<file path="config.mk">
export PLATFORM = sky130hd
export DESIGN_NAME = sha_block_padder
export DESIGN_NICKNAME = d
export VERILOG_FILES = /design/src/rtl/sha_block_padder.sv
export SDC_FILE = /design/constraint.sdc
export NUM_CORES = 1
export LEC_CHECK = 0
export BUFFER_PORTS_ARGS = -buffer_cell sky130_fd_sc_hd__clkbuf_2
export CAP_MARGIN = 20
export CORE_UTILIZATION = 35
export CTS_BUF_LIST = sky130_fd_sc_hd__clkbuf_8
export DETAILED_ROUTE_END_ITERATION = 6
export HOLD_SLACK_MARGIN = 0.03
export PLACE_DENSITY = 0.64
export SYNTH_ARGS = -nofsm -noshare
export SYNTH_HDL_FRONTEND = slang
export SYNTH_SLANG_ARGS = --single-unit
</file>
<file path="constraint.sdc">
create_clock -name clk -period 2.65 [get_ports clk]
set_input_delay 0.53 -clock clk [delete_from_list [all_inputs] [get_ports clk]]
set_output_delay 0.53 -clock clk [all_outputs]
set_load 0.05 [all_outputs]
</file>
<file path="src/rtl/sha_block_padder.sv">
// Byte-stream to 512-bit SHA-2 message block padder.
// Packs bytes big-endian and appends 0x80, zero fill and the 64-bit bit length.
module sha_block_padder #(
  parameter int p_block_bits = 512,
  parameter int p_len_bits   = 64
) (
  input  logic                    clk,
  input  logic                    rst,
  input  logic                    in_valid,
  output logic                    in_ready,
  input  logic [7:0]              in_data,
  input  logic                    in_last,
  input  logic                    in_keep,
  output logic                    out_valid,
  input  logic                    out_ready,
  output logic [p_block_bits-1:0] out_block,
  output logic                    out_first,
  output logic                    out_last
);

  localparam int NB = p_block_bits / 8;
  localparam int LB = p_len_bits / 8;

  typedef enum logic [1:0] {
    S_ACCUM,
    S_PAD,
    S_LENBLK,
    S_EMIT
  } state_e;

  state_e                  state_q, state_d;
  state_e                  ret_q, ret_d;
  logic [p_block_bits-1:0] buf_q, buf_d;
  logic [5:0]              idx_q, idx_d;
  logic [p_len_bits-1:0]   len_q, len_d;
  logic                    pp_q, pp_d;
  logic                    first_q, first_d;
  logic                    final_q, final_d;

  logic accept;
  logic has_byte;

  assign in_ready  = (state_q == S_ACCUM) && !pp_q && !rst;
  assign accept    = in_valid && in_ready;
  assign has_byte  = in_keep || !in_last;
  assign out_valid = (state_q == S_EMIT);
  assign out_block = buf_q;
  assign out_first = out_valid && first_q;
  assign out_last  = out_valid && final_q;

  always_comb begin
    state_d = state_q;
    ret_d   = ret_q;
    buf_d   = buf_q;
    idx_d   = idx_q;
    len_d   = len_q;
    pp_d    = pp_q;
    first_d = first_q;
    final_d = final_q;
    unique case (state_q)
      S_ACCUM: begin
        if (pp_q) begin
          // message ended exactly on a block boundary
          state_d = S_PAD;
          pp_d    = 1'b0;
        end else if (accept) begin
          if (has_byte) begin
            for (int i = 0; i < NB; i++) begin
              if (6'(i) == idx_q)
                buf_d[8*(NB-1-i) +: 8] = in_data;
            end
            idx_d = idx_q + 6'd1;
            len_d = len_q + p_len_bits'(8);
            if (idx_q == 6'(NB-1)) begin
              state_d = S_EMIT;
              final_d = 1'b0;
              ret_d   = S_ACCUM;
              pp_d    = in_last;
            end else if (in_last) begin
              state_d = S_PAD;
            end
          end else begin
            state_d = S_PAD;
          end
        end
      end
      S_PAD: begin
        for (int i = 0; i < NB; i++) begin
          if (6'(i) == idx_q)
            buf_d[8*(NB-1-i) +: 8] = 8'h80;
          else if (6'(i) > idx_q)
            buf_d[8*(NB-1-i) +: 8] = 8'h00;
        end
        state_d = S_EMIT;
        if (idx_q <= 6'(NB-LB-1)) begin
          buf_d[p_len_bits-1:0] = len_q;
          final_d = 1'b1;
          ret_d   = S_ACCUM;
        end else begin
          final_d = 1'b0;
          ret_d   = S_LENBLK;
        end
      end
      S_LENBLK: begin
        buf_d                 = '0;
        buf_d[p_len_bits-1:0] = len_q;
        final_d               = 1'b1;
        state_d               = S_EMIT;
      end
      S_EMIT: begin
        if (out_ready) begin
          buf_d   = '0;
          idx_d   = '0;
          first_d = final_q;
          if (final_q) begin
            len_d   = '0;
            state_d = S_ACCUM;
          end else begin
            state_d = ret_q;
          end
        end
      end
      default: state_d = S_ACCUM;
    endcase
  end

  always_ff @(posedge clk) begin
    if (rst) begin
      state_q <= S_ACCUM;
      ret_q   <= S_ACCUM;
      buf_q   <= '0;
      idx_q   <= '0;
      len_q   <= '0;
      pp_q    <= 1'b0;
      first_q <= 1'b1;
      final_q <= 1'b0;
    end else begin
      state_q <= state_d;
      ret_q   <= ret_d;
      buf_q   <= buf_d;
      idx_q   <= idx_d;
      len_q   <= len_d;
      pp_q    <= pp_d;
      first_q <= first_d;
      final_q <= final_d;
    end
  end

endmodule

</file>
==> results of run 1 <==
==> area by class of cell <==
class                   count  area [sq um]  share of cell area
diodes                      1          2.50           0.0000790
clock buffers             130          1790              0.0565
clock inverters            56           388              0.0122
inverters                  16          61.3             0.00194
multi-input cells        1777         12000               0.380
flip-flops and latches    585         11700               0.370
well taps                 931          1160              0.0368
repair buffers            718          4520               0.143
==> placed cells by master (no fill, tap or decap), types with 17 or more instances in the layout <==
cell type and count:
clkbuf_8 130, or4_1 25, nand3_1 62, a21oi_1 94
nand3b_1 25, nand2b_1 43, a211oi_1 71, mux2i_1 419
o21ai_0 58, nand2_1 83, nor3_1 50, nor2_1 500
nand4_1 30, buf_4 155, and3_1 17, clkbuf_2 527
dfxtp_1 585, inv_1 47, nor2b_1 17, buf_12 35
==> per-stage QoR <==
| step | setup slack, ns | total power, mW | utilization |
|---|---|---|---|
| after floorplan | 0.0885 | 18.2 | - |
| after global placement | 0.185 | 22.1 | 0.426 |
| after detailed placement | 0.124 | 22.1 | 0.426 |
| after CTS | 0.0530 | 31.0 | 0.458 |
| after global routing | 0.00694 | 32.0 | 0.458 |
| final | 0.125 | 30.7 | 0.458 |
==> sequential cells by signal (all words and copies together), names as in the netlist <==
signal / count
final_q: 1
first_q: 1
idx_q: 6
len_q: 61
out_block: 512
pp_q: 1
ret_q: 1
state_q: 2
==> report_power, final <==
group          switching, mW  internal (mW)  total [mW]  leakage [nW]
clock                   3.97           4.75        8.71          1.24
combinational           8.22           3.36        11.6          8.23
sequential             0.561           9.83        10.4          4.75
total                   12.7           17.9        30.7          14.2
==> cell usage after synthesis (20+ instances only) <==
library cell  instances  area (sq um)
o21ai_0              58           290
a21oi_1              95           475
nand3b_1             25           188
buf_2                41           205
or4_1                25           188
clkbuf_1            164           616
dfxtp_1             585         11700
and2_1               20           125
nand2_1              83           312
nand3_1              62           310
nor3_1               51           255
nand2b_1             44           275
nor2_1              500          1880
nand4_1              30           188
a211oi_1             73           548
mux2i_1             419          4190
==> critical path: stages (launching register included) <==
cell and delay, ns:
dfxtp_1 0.31, inv_1 0.15, ha_4 0.19, clkinv_2 0.13
nor3_4 0.30, buf_12 0.18
==> final timing paths <==
path,start,endpoint,slack (ns),cells past startpoint
setup reg to reg,state_q[1]$_SDFFE_PP0P_,len_q[25]$_SDFFE_PP0P_,0.15,8
hold reg to reg,out_block[1]$_SDFFE_PP0P_,out_block[1]$_SDFFE_PP0P_,0.45,2
setup / recovery,state_q[1]$_SDFFE_PP0P_,in_ready,0.13,5
hold / removal,out_ready,first_q$_SDFFE_PP1P_,0.19,3
==> metal layers <==
| metal | wire [um] | vias up |
|---|---|---|
| li1 | - | 10400 |
| met1 | 37500 | 10600 |
| met4 | 2510 | 0 |
| met2 | 43500 | 860 |
| met3 | 6770 | 136 |
| met5 | 0 | - |
==> timing repair <==
item / 4_1_cts / 5_1_grt
pin swaps: 1 / 1
endpoints found under the setup margin: 1 / 41
gates resized for setup: 4 / 1
cloned: 0 / 0
==> cell families (layout without fill, tap and decap cells) <==
kind of cell,after synthesis,in the layout,synth area share
mux,420,420,0.171
fa+ha+maj,11,11,0.00558
compound gates,371,371,0.112
other cells,0,1,0
simple gates,958,958,0.190
flops,585,585,0.475
buf+inv,244,920,0.0406
xor+xnor,17,17,0.00604
==> metrics.yaml, run 1 <==
run_status:
  status: "finished clean"
global_route:
  grt_pass1_wl_um: 133000
  grt_pass1_vias: 20700
  antenna_found_initial: 1
  grt_use_met2: 0.408
  use_met1: 0.304
  grtUsageMet3: 0.0628
  grt_max_degree: 190
  grt-ovfl-total: 0
  grt-busiest-layer: "met2"
  track_usage: 0.245
synth:
  synthFlopType: "dfxtp_1"
  syn_area_sq_um: 24700
  syn-instance-count: 2606
  synthArstFlopShare: 0
  ys_seq_area_frac: 0.475
  synth.distinct_cells: 89
  synth_edf_count: 0
  yosysWarnings: 0
  synth-seq-cells: 585
  postSynthAreaPerCell_sq_um: 9.46
  syn_nets: 2631
placement:
  gp_congestion: 0.921
  place_inst: 4027
  place_area_sq_um: 29500
  portBuffers: 529
  dp_hpwl_um: 63500
final_layout:
  fin_nets: 3223
  drive_gt1_frac: 0.293
  syn2layout_area_growth_pct: 28.5
  nFillCells: 6829
  stdcell_count: 4214
  stdcell_area_sq_um: 31700
floorplanning:
  rows: 96
  ioPinCount: 530
  start_util: 0.356
  die_h_um: 267
  core-area_sq_um: 69200
  dieArea_sq_um: 71500
  die_w_um: 267
route:
  routed-via-count: 21900
  ant_nets: 0
  firstDrtPassIters: 5
  viasPerCell: 5.21
  drc: 0
  wire_per_inst_um: 21.4
  routed_wl_um: 90300
  first_iter_violations: 1656
setup_path:
  required_ns: 2.12
  startpoint_type: "flip-flop"
  crit_type: "flip-flop to output pin"
  worstPathMaxFanout: 6
  worst_ep_arrival_time_ns: 1.99
  critPathCaptureType: "output pin"
timing:
  tns_ns: 0
  fin_skew_ns: 0.0503
  tightest_slew_ns: 1.12
  hold_ws_ns: 0.193
  finalSetupViolCount: 0
  max_freq_ghz: 0.396
  finalCritPeriodShare: 0.953
  rsz0062_at_grt: "no"
  slew_headroom: 0.251
  drv_slew: 0
  min_period_ns: 2.52
  hold_viol_final: 0
clocking:
  cts_hold_buf: 0
  clock-root-buffer: "clkbuf_8"
  cts_made_buffers: 100
  clk_latency_ns: 0.74
  h-tree-depth: 3
  cts_buffer_depth: 3
  cts_setup_buffers: 0
  cts_tree: "yes"
  cts.sinks: 585
  clk_pin_slew_ns: 0.06
flow_run:
  max_cap_violations: 0
pwr:
  power_density_nw_per_um2: 969
  p_leak_nw: 14.2
  ir_worst_vdd_mv: 0.652
worst_hold_path:
  hold_path_class: "input pin to flip-flop"
No activity file was read; power rests on OpenSTA's default activity.
==> run 2, diff against run 1 <==
CORE_ASPECT_RATIO = 1.25   (was unset)
CORE_MARGIN = 8   (was unset)
==> metrics.yaml, run 2 (synthesized netlist as in run 1, its figures left out) <==
clocking:
  clk_pin_slew_ns: 0.06
  clock-root-buffer: "clkbuf_8"
  cts_made_buffers: 97
  cts_tree: "yes"
  h-tree-depth: 3
  clk_latency_ns: 0.72
  cts.sinks: 585
  cts_buffer_depth: 3
setup_path:
  critical-path-max-stage-delay_ns: 0.35
  critPathLaunch: "state_q[0]$_SDFFE_PP0P_"
  startpoint_type: "flip-flop"
  critPathCaptureType: "output pin"
  cp_slowest_cell: "dfxtp_2"
  worst_ep_arrival_time_ns: 2.01
  crit_type: "flip-flop to output pin"
  rr_startpoint: "idx_q[5]$_SDFFE_PP0P_"
  worstPathMaxFanout: 13
  required_ns: 2.12
  crit_chain: "inv_2 -> ha_4 -> clkinv_2 -> buf_6 -> nor3_4 -> buf_12"
final_layout:
  fin_nets: 3215
  final_cell_mix: "582 x dfxtp_1, 526 x clkbuf_2, 500 x nor2_1, 419 x mux2i_1, 159 x buf_4"
  nFillCells: 6871
  largest_reg_flops: 512
  syn2layout_area_growth_pct: 27.4
  layout_commonest_cell: "dfxtp_1"
  drive_gt1_frac: 0.291
timing:
  rsz0062_at_grt: "no"
  drv_slew: 0
  fin_skew_ns: 0.0508
  tns_ns: 0
  hold_viol_final: 0
  min_period_ns: 2.54
  max_freq_ghz: 0.393
  finalSetupViolCount: 0
  tightest_slew_ns: 0.836
  finalCritPeriodShare: 0.960
  hold_ws_ns: 0.145
  slew_headroom: 0.441
route:
  wire_per_inst_um: 22.3
  drc: 7
  first_iter_violations: 1492
  ant_nets: 0
  firstDrtPassIters: 7
  routed_wl_um: 94000
  viasPerCell: 5.20
  routed-via-count: 21900
pwr:
  internal_power_mw: 17.7
  switchingPower_mw: 12.5
  clockPowerShare: 0.276
  sw_frac_of_total: 0.415
  p_comb_frac: 0.378
  p_leak_nw: 14.1
  ir_worst_vdd_mv: 0.736
  power_density_nw_per_um2: 961
  seqPwrFrac: 0.345
flow_run:
  max_cap_violations: 0
placement:
  dp_hpwl_um: 67400
  gp_congestion: 0.927
  portBuffers: 529
floorplanning:
  rows: 109
  dieArea_sq_um: 79300
  core-area_sq_um: 70200
  die_h_um: 313
  ioPinCount: 530
  start_util: 0.351
  die_w_um: 253
global_route:
  grt_pass1_vias: 21100
  grt_pass1_wl_um: 138000
  grt-ovfl-total: 0
  antenna_found_initial: 1
  grt_max_degree: 181
  track_usage: 0.226
worst_hold_path:
  hold_start: "out_ready"
  hold_path_class: "input pin to flip-flop"
run_status:
  status: "complete, but fails checks"
  violations: "DRC"
-- run 2: cell count changes in the layout (fill, tap and decap cells not counted), sizes merged --
cell	change
inv	-5
clkinv	-4
clkbuf	-6
buf	-5
bufinv	+1
clkinvlp	-1
-- run 2: cell type report --
type | instances | area, sq um | share of cell area
multi-input combinational | 1777 | 12100 | 0.384
sequential | 585 | 11700 | 0.373
timing repair buffer | 713 | 4370 | 0.139
clock buffer | 124 | 1710 | 0.0543
tap | 943 | 1180 | 0.0376
clock inverter | 47 | 323 | 0.0103
inverter | 16 | 61.3 | 0.00195
antenna | 1 | 2.50 | 0.0000797
-- run 2: path summary, 6_finish.rpt --
| path | end | depth (start not counted) | slack [ns] |
|---|---|---|---|
| worst max-delay path | in_ready | 6 | 0.11 |
| worst min-delay path | first_q$_SDFFE_PP1P_ | 3 | 0.15 |
| worst max register to register | out_block[145]$_SDFFE_PP0P_ | 7 | 0.16 |
| worst min register to register | first_q$_SDFFE_PP1P_ | 1 | 0.45 |
-- run 2: layer usage --
layer	routed length, um	up-vias	part of all wire	track usage
li1	-	10400	-	-
met1	37300	10500	0.40	0.265
met2	45600	803	0.49	0.386
met3	7170	193	0.076	0.0608
met4	3820	0	0.041	0.0941
met5	0	-	0	0
-- run 2: critical path: cells and delay by family, from the launching register on --
kind / cells / cell delay, ns
buffers and inverters: 4 / 0.50
DFF: 1 / 0.35
and+or+nand+nor: 1 / 0.30
adders and majority gates: 1 / 0.14
-- run 2: power groups by stage --
stage	logic [mW]	clock network [mW]	registers (mW)
after floorplan	4.27	0	14.0
after global placement	11.4	0	10.6
after detailed placement	11.4	0	10.6
after CTS	11.5	8.58	10.4
after global routing	12.0	9.00	10.5
final	11.4	8.35	10.4
-- run 2: metrics by stage --
| stage | area [sq um] | setup WS (ns) | util | cells | power [mW] |
|---|---|---|---|---|---|
| after detailed placement | 29300 | 0.0238 | 0.417 | 4031 | 22.0 |
| final | 31400 | 0.105 | 0.447 | 4206 | 30.2 |
| after global routing | 31400 | 0.00649 | 0.447 | 4206 | 31.5 |
| after CTS | 31400 | 0.0178 | 0.447 | 4205 | 30.5 |
| after floorplan | 24700 | 0.0885 | - | 2606 | 18.2 |
| after global placement | 29300 | 0.0913 | 0.417 | 4031 | 22.0 |
-- run 2: timing repair --
action | 4_1_cts | 5_1_grt
resized for setup | 10 | 4
pin swaps | 2 | 0
buffers inserted | 3 | 0
endpoints found under the hold margin | 0 | 0
hold buffers | 0 | 0
cloned | 0 | 0
setup endpoints to repair | 33 | 9
==> run 3, diff against run 2 <==
RECOVER_POWER = 100   (was unset)
==> metrics.yaml, run 3 (synthesized netlist as in run 1, its figures left out) <==
timing:
  tns_ns: 0
  max_freq_ghz: 0.388
  fin_skew_ns: 0.0484
  min_period_ns: 2.58
  rsz0062_at_grt: "no"
  tightest_slew_ns: 0.843
  finalCritPeriodShare: 0.973
  drv_slew: 0
  finalSetupViolCount: 0
  slew_headroom: 0.438
  fin_ws_ns: 0.0715
  hold_viol_final: 0
run_status:
  status: "finished clean"
clocking:
  cts_hold_buf: 0
  clk_pin_slew_ns: 0.06
  clk_latency_ns: 0.72
  h-tree-depth: 3
  clock-root-buffer: "clkbuf_8"
  cts_tree: "yes"
  cts_made_buffers: 97
  cts.sinks: 585
  cts_buffer_depth: 3
floorplanning:
  ioPinCount: 530
  core-area_sq_um: 70200
  dieArea_sq_um: 79300
  die_w_um: 253
  start_util: 0.351
  die_h_um: 313
  rows: 109
placement:
  gp_congestion: 0.927
  dp_hpwl_um: 67400
  portBuffers: 529
  dp_worst_setup_slack_ns: 0.0238
route:
  firstDrtPassIters: 5
  viasPerCell: 5.22
  routed_wl_um: 94100
  wire_per_inst_um: 22.4
  routed-via-count: 22000
  first_iter_violations: 1495
  ant_nets: 0
  drc: 0
setup_path:
  required_ns: 3.19
  worstPathMaxFanout: 22
  crit_chain: "inv_2 -> ha_4 -> buf_4 -> buf_6 -> o21bai_1 -> clkbuf_2 -> nand3_1 -> a211oi_1 -> buf_2 -> mux2i_1 -> nor2_1"
  critical-path-max-stage-delay_ns: 0.38
  cp_slowest_cell: "dfxtp_2"
  path_buf_inv: 5
  startpoint_type: "flip-flop"
  critPathCaptureType: "flip-flop"
  crit_type: "flip-flop to flip-flop"
  path_delay_family: "buffers and inverters"
  worst_ep_arrival_time_ns: 3.12
pwr:
  power_mw: 29.7
  ir_worst_vdd_mv: 0.739
  p_leak_nw: 12.2
  power_density_nw_per_um2: 976
global_route:
  antenna_found_initial: 1
  grt_pass1_vias: 21100
  grt_pass1_wl_um: 138000
  grt_max_degree: 181
  grt-ovfl-total: 0
  track_usage: 0.226
final_layout:
  nFillCells: 7202
  largest_reg_flops: 512
  layout_commonest_cell: "dfxtp_1"
  syn2layout_area_growth_pct: 23.5
  drive_gt1_frac: 0.125
  regArea_sq_um: 11700
  final_cell_mix: "582 x dfxtp_1, 525 x clkbuf_1, 500 x nor2_1, 419 x mux2i_1, 124 x clkbuf_8"
  fin_nets: 3215
  multi_input_area_sq_um: 11900
worst_hold_path:
  hold_path_class: "input pin to flip-flop"
flow_run:
  max_cap_violations: 0
-- run 3: cell count changes in the layout (fill, tap and decap cells not counted), sizes merged --
cell,before,now
clkbuf,651,710
buf,186,127
-- run 3: cell type report --
| cell class | instances | area share |
|---|---|---|
| Inverter | 16 | 0.00201 |
| Clock buffer | 124 | 0.0561 |
| Multi-Input combinational cell | 1777 | 0.391 |
| Timing Repair Buffer | 713 | 0.116 |
| Clock inverter | 47 | 0.0106 |
| Sequential cell | 585 | 0.385 |
| Tap cell | 943 | 0.0388 |
| Antenna cell | 1 | 0.0000822 |
-- run 3: where the power goes --
part / leakage, nW / internal (mW) / total (mW) / switching [mW]
logic: 6.31 / 2.82 / 10.9 / 8.13
clock network: 1.16 / 4.59 / 8.34 / 3.76
registers: 4.75 / 9.83 / 10.4 / 0.582
-- run 3: stage by stage --
step / instance area [sq um] / util / hold WS [ns] / cells
after global placement: 29300 / 0.417 / 0.435 / 4031
final: 30400 / 0.433 / 0.147 / 4206
after detailed placement: 29300 / 0.417 / 0.444 / 4031
after CTS: 31400 / 0.447 / 0.0783 / 4205
after floorplan: 24700 / - / 0.427 / 2606
after global routing: 30400 / 0.433 / 0.104 / 4206
-- run 3: metal layers --
metal | vias up | track usage | share of wire
met4 | 0 | 0.0941 | 0.041
met2 | 800 | 0.386 | 0.49
li1 | 10400 | - | -
met3 | 194 | 0.0608 | 0.073
met5 | - | 0 | 0
met1 | 10600 | 0.265 | 0.40
-- run 3: repair_timing --
item	CTS	global route
endpoints found under the setup margin	33	9
endpoints found under the hold margin	0	0
gates resized for setup	10	4
buffers inserted	3	0
cloned	0	0
pin swaps	2	0
-- run 3: worst reg2reg max path, delay by kind of cell, from the launching register on --
kind | cells | cell delay (ns)
fa+ha+maj | 1 | 0.16
simple gates | 2 | 0.16
flops | 1 | 0.38
compound gates | 2 | 0.46
mux | 1 | 0.23
buf+inv | 5 | 1.01
-- run 3: worst paths after layout --
kind	endpoint	slack, ns	startpoint	cells after the start
max	out_block[264]$_SDFFE_PP0P_	0.07	state_q[0]$_SDFFE_PP0P_	11
min	first_q$_SDFFE_PP1P_	0.15	out_ready	3
max reg2reg	out_block[264]$_SDFFE_PP0P_	0.07	state_q[0]$_SDFFE_PP0P_	11
min reg2reg	out_block[1]$_SDFFE_PP0P_	0.45	out_block[1]$_SDFFE_PP0P_	2
